--- config.mk ---
export PLATFORM = sky130hd
export DESIGN_NAME = pn_gen_cfg
export DESIGN_NICKNAME = d
export VERILOG_FILES = /design/src/rtl/pn_gen_cfg.sv
export SDC_FILE = /design/constraint.sdc
export NUM_CORES = 1
export LEC_CHECK = 0
export ABC_AREA = 1
export BUFFER_PORTS_ARGS = -buffer_cell sky130_fd_sc_hd__buf_2
export CAP_MARGIN = 20
export CORE_ASPECT_RATIO = 0.9
export CORE_MARGIN = 4
export CORE_UTILIZATION = 30
export DETAILED_ROUTE_END_ITERATION = 10
export HOLD_SLACK_MARGIN = 0.06
export SLEW_MARGIN = 20
export SYNTH_ARGS = -nofsm -noshare
export SYNTH_HDL_FRONTEND = slang
export SYNTH_SLANG_ARGS = --single-unit
--- constraint.sdc ---
create_clock -name clk -period 2.95 [get_ports clk]
set_input_delay 0.4425 -clock clk [delete_from_list [all_inputs] [get_ports clk]]
set_output_delay 0.4425 -clock clk [all_outputs]
set_load 0.03 [all_outputs]
--- src/rtl/pn_gen_cfg.sv ---
// pn_gen_cfg: PN-sequence generator with a length, polynomial, seed and
// mode (Fibonacci or Galois) that can be changed at run time. It also
// guards against all-zero lock-up and measures the sequence period.
//
// Ports
//   clk          in   rising-edge clock
//   reset_n      in   asynchronous active-low reset
//   load         in   capture cfg_* and restart from the seed (wins over en)
//   cfg_n        in   register length N, clamped to 2..MAX_N when loaded
//   cfg_poly     in   characteristic polynomial (bit i = tap on state[i])
//   cfg_seed     in   initial state
//   cfg_mode     in   0 = Fibonacci, 1 = Galois
//   en           in   advance one step this cycle
//   seq          out  current state; bits >= N are always 0
//   out_bit      out  seq[0]
//   lockup       out  sticky: the last loaded seed was zero after masking
//   period_done  out  one-cycle pulse when the state returns to the seed
//   period_len   out  steps in the last completed period (saturating)
module pn_gen_cfg #(
    parameter int               MAX_N        = 16,
    parameter int               DEFAULT_N    = 4,
    parameter logic [MAX_N-1:0] DEFAULT_POLY = 16'h0003
) (
    input  logic             clk,
    input  logic             reset_n,
    input  logic             load,
    input  logic [4:0]       cfg_n,
    input  logic [MAX_N-1:0] cfg_poly,
    input  logic [MAX_N-1:0] cfg_seed,
    input  logic             cfg_mode,
    input  logic             en,
    output logic [MAX_N-1:0] seq,
    output logic             out_bit,
    output logic             lockup,
    output logic             period_done,
    output logic [MAX_N-1:0] period_len
);

    localparam logic [MAX_N-1:0] ONE     = 1;
    localparam logic [MAX_N:0]   ONE_W   = 1;
    localparam logic [4:0]       N_MIN   = 5'd2;
    localparam logic [4:0]       N_MAX   = 5'(MAX_N);
    localparam logic [4:0]       N_RESET = 5'(DEFAULT_N);

    logic [MAX_N-1:0] seq_q, seq_d;
    logic [4:0]       n_q, n_d;
    logic [MAX_N-1:0] poly_q, poly_d;
    logic [MAX_N-1:0] seed_q, seed_d;
    logic             mode_q, mode_d;
    logic [MAX_N-1:0] step_cnt_q, step_cnt_d;
    logic [MAX_N-1:0] period_len_q, period_len_d;
    logic             lockup_q, lockup_d;
    logic             period_done_q, period_done_d;

    // One extra bit so that N = MAX_N yields an all-ones mask.
    function automatic logic [MAX_N-1:0] len_mask(input logic [4:0] n);
        logic [MAX_N:0] w;
        w = (ONE_W << n) - ONE_W;
        return w[MAX_N-1:0];
    endfunction

    logic [4:0]       load_n;
    logic [MAX_N-1:0] load_mask;
    logic [MAX_N-1:0] load_seed;
    logic [MAX_N-1:0] top_bit;
    logic [MAX_N-1:0] fib_next;
    logic [MAX_N-1:0] gal_next;
    logic [MAX_N-1:0] step_next;
    logic [MAX_N-1:0] cnt_inc;

    always_comb begin
        seq_d         = seq_q;
        n_d           = n_q;
        poly_d        = poly_q;
        seed_d        = seed_q;
        mode_d        = mode_q;
        step_cnt_d    = step_cnt_q;
        period_len_d  = period_len_q;
        lockup_d      = lockup_q;
        period_done_d = 1'b0;

        if (cfg_n < N_MIN) begin
            load_n = N_MIN;
        end else if (cfg_n > N_MAX) begin
            load_n = N_MAX;
        end else begin
            load_n = cfg_n;
        end
        load_mask = len_mask(load_n);
        load_seed = cfg_seed & load_mask;

        // seq_q never has bits >= N set, so the shifted value leaves
        // position N-1 free for the Fibonacci feedback bit.
        top_bit   = ONE << (n_q - 5'd1);
        fib_next  = (seq_q >> 1) | ((^(seq_q & poly_q)) ? top_bit : '0);
        gal_next  = (seq_q >> 1) ^ ({MAX_N{seq_q[0]}} & (poly_q | top_bit));
        step_next = (mode_q ? gal_next : fib_next) & len_mask(n_q);
        cnt_inc   = (&step_cnt_q) ? step_cnt_q : step_cnt_q + ONE;

        if (load) begin
            n_d        = load_n;
            poly_d     = cfg_poly & load_mask;
            mode_d     = cfg_mode;
            step_cnt_d = '0;
            if (load_seed == '0) begin
                seed_d   = ONE;
                seq_d    = ONE;
                lockup_d = 1'b1;
            end else begin
                seed_d   = load_seed;
                seq_d    = load_seed;
                lockup_d = 1'b0;
            end
        end else if (en) begin
            seq_d = step_next;
            if (step_next == seed_q) begin
                period_done_d = 1'b1;
                period_len_d  = cnt_inc;
                step_cnt_d    = '0;
            end else begin
                step_cnt_d = cnt_inc;
            end
        end
    end

    always_ff @(posedge clk or negedge reset_n) begin
        if (!reset_n) begin
            seq_q         <= ONE;
            n_q           <= N_RESET;
            poly_q        <= DEFAULT_POLY;
            seed_q        <= ONE;
            mode_q        <= 1'b0;
            step_cnt_q    <= '0;
            period_len_q  <= '0;
            lockup_q      <= 1'b0;
            period_done_q <= 1'b0;
        end else begin
            seq_q         <= seq_d;
            n_q           <= n_d;
            poly_q        <= poly_d;
            seed_q        <= seed_d;
            mode_q        <= mode_d;
            step_cnt_q    <= step_cnt_d;
            period_len_q  <= period_len_d;
            lockup_q      <= lockup_d;
            period_done_q <= period_done_d;
        end
    end

    assign seq         = seq_q;
    assign out_bit     = seq_q[0];
    assign lockup      = lockup_q;
    assign period_done = period_done_q;
    assign period_len  = period_len_q;

endmodule

==> out/metrics.csv <==
metric,value,unit
status,finished clean,
worst setup path startpoint,poly_q[13],
Clock Root Buffer,clkbuf_16,
met1 WL,9050,µm
Post-synth EDFFs,0,
Worst Skew,7.24,ps
reg2reg end,period_len[6],
fin crit period,2800,ps
Critical Path Max Stage Delay,400,ps
CTS Sinks,88,
Max-slew headroom,0.472,
total power,3480,µW
number of remaining DRC errors,0,
total track usage,0.169,
layout cells sized above 1,0.178,
final setup fails,0,
CTS Hold Bufs,0,
Pleak,0.00388,µW
"IR drop worst, VDD",0.216,mV
ys async rst share,1.00,
slew at the pin closest to its max-slew limit,791,ps
Synth Flop Type,dfrtp_1,
TritonCTS clock tree,done,
initial antenna violation count,0,
worst reg2reg setup slack,150,ps
Detailed Route WL,19000,µm
Post-Syn Instances,922,
setup ws final,149,ps
DR WL met2,8400,µm
I/O pins,77,
CP most frequent cell,nand2_1,
max-slew violations,0,
Crit path max-delay family,simple AND/OR/NAND/NOR gates,
Core Region,19500,µm²
antenna-violating nets left,0,
CP Data Arrival Time,3050,ps
uppermost layer routed,met4,
Hold WS,72.8,ps
slowest library cell on the worst path,dfrtp_1,
Rows,48,
Layout area overhead,21.3,%
maxcap violations,0,
1st-iter DRT viols,525,
GP Congestion,0.895,
pin count of the biggest net entering global routing,50,
H-tree depth,3,
PD cells,475,nW/µm²
"Seq/Total Area, Yosys",0.366,
ranking of synthesized cells by area,"dfrtp_1, nand2_1, nand3_1",
Final Cycle Share,0.949,
total grt overflow,0,
worst r2r path cells,20,
Reg2Reg Launch Point,poly_q[13],
CP Launch Type,flip-flop,
die height,143,µm
post-place setup slack,36.3,ps
Buf/Inv on CP,1,
clock tree buffer depth,2,
Die W,158,µm
"Distinct cells, synth",44,
Initial Utilization,0.310,
DRT Pass-1 Iters,5,
Yosys reg bits,88,
IO buf count,76,
nature of the critical path endpoint,flip-flop,
Post-DP HPWL,14300,µm
Setup CP Type,flip-flop to flip-flop,
most common cell in the netlist,nand2_1,
CTS buffer count,9,
Hold WC Path Type,input port to async pin,
worst skew pair latency,350,ps
WL/cell,14.9,µm
Post-synth top cells,"nand2_1, inv_1, nand3_1, dfrtp_1, nor2_1",
Max Clk Rate,357,MHz
Diodes inserted,0,
post-synth top area cell,dfrtp_1,
crit path max fanout,15,
Vias,6312,
Clock Pin Slew Worst Setup and Hold Paths,70,ps
first-pass GRT wire length,30100,µm
final hold viol count,0,
Required @ worst endpoint,3200,ps
Yosys top cell area share,0.344,
synthesized area per cell,6.55,µm²
Post-Syn Area,6040,µm²
DR vias/cell,4.94,
cells along the critical path,"nand2_1, nand2_1, nand2_1, nand2_1, nand2_1, nand2_1, nand2_2, inv_2, nand2_8, nand2_1, o21ai_1, nand2_1, nand2_1, nand2_1, nor2_1, nand2_2, nor2_8, nand3_4, nand2_1, nand2_1",
die footprint,22500,µm²
Final nets,1067,
routed length on met3,1300,µm
yosys warns,0,
vias in the first global route,5819,
## repair_timing
item | 4_1_cts | 5_1_grt
setup endpoints to repair | 0 | 33
buffers inserted | 0 | 4
hold endpoints to repair | 0 | 0
gates resized for setup | 0 | 23
## report_power, final
part / internal [µW] / switching (µW)
Combinational: 330 / 657
Clock: 591 / 552
Sequential: 1280 / 64.6
Total: 2200 / 1270
## cell usage in the layout (no fill, tap or decap), drive strengths merged, types with 8 or more instances in the layout
cell type / count
a21oi: 24
buf: 114
clkbuf: 10
dfrtp: 83
inv: 125
nand2: 340
nand3: 102
nand4: 22
nor2: 85
nor3: 8
o21ai: 49
o311ai: 12
xnor2: 8
xor2: 10
## registers in the layout, summed over array words and instances (netlist names)
signal,cells
mode_q,1
step_cnt_q,16
period_len,16
seed_q,16
poly_q,16
n_q,5
lockup,1
period_done,1
seq,16
## metrics by stage
step,setup TNS (ps),instances,util,cell area [µm²]
2_1_floorplan,0,923,-,6040
5_1_grt,-146,1277,0.376,7330
4_1_cts,0,1270,0.367,7140
3_3_place_gp,0,1254,0.352,6860
6_report,0,1277,0.376,7330
3_5_place_dp,0,1254,0.352,6860
## area by class of cell
class / count / area [µm²]
multi-input combinational: 684 / 3320
timing repair buffer: 115 / 731
sequential: 88 / 2210
inverter: 124 / 468
clock buffer: 9 / 225
clock inverter: 7 / 63.8
fill: 2116 / 12100
tap: 250 / 313
## logic make-up after synthesis
kind of cell / Yosys count / synth area share
and+or+nand+nor: 560 / 0.404
buffers and inverters: 153 / 0.103
AOI/OAI and AO/OA: 99 / 0.0949
DFF: 88 / 0.366
xor gates and xnor gates: 18 / 0.0261
adders and majority gates: 3 / 0.00622
other: 1 / 0.000621
## per-layer routing
| metal | up-vias | GRT usage |
|---|---|---|
| met1 | 2926 | 0.245 |
| met5 | - | 0 |
| met3 | 24 | 0.0292 |
| li1 | 3147 | - |
| met2 | 215 | 0.260 |
| met4 | 0 | 0.0421 |
## worst max-delay path by stage
stage | endpoint | slack [ps] | cells after the start
4_1_cts | period_len[13] | 40 | 18
2_1_floorplan | period_len[10] | 310 | 19
6_report | period_len[6] | 150 | 20
5_1_grt | period_len[5] | -20 | 21
3_5_place_dp | period_len[11] | 40 | 18
3_3_place_gp | period_len[12] | 150 | 18
Note: power is estimated with default switching activity, not from simulation.
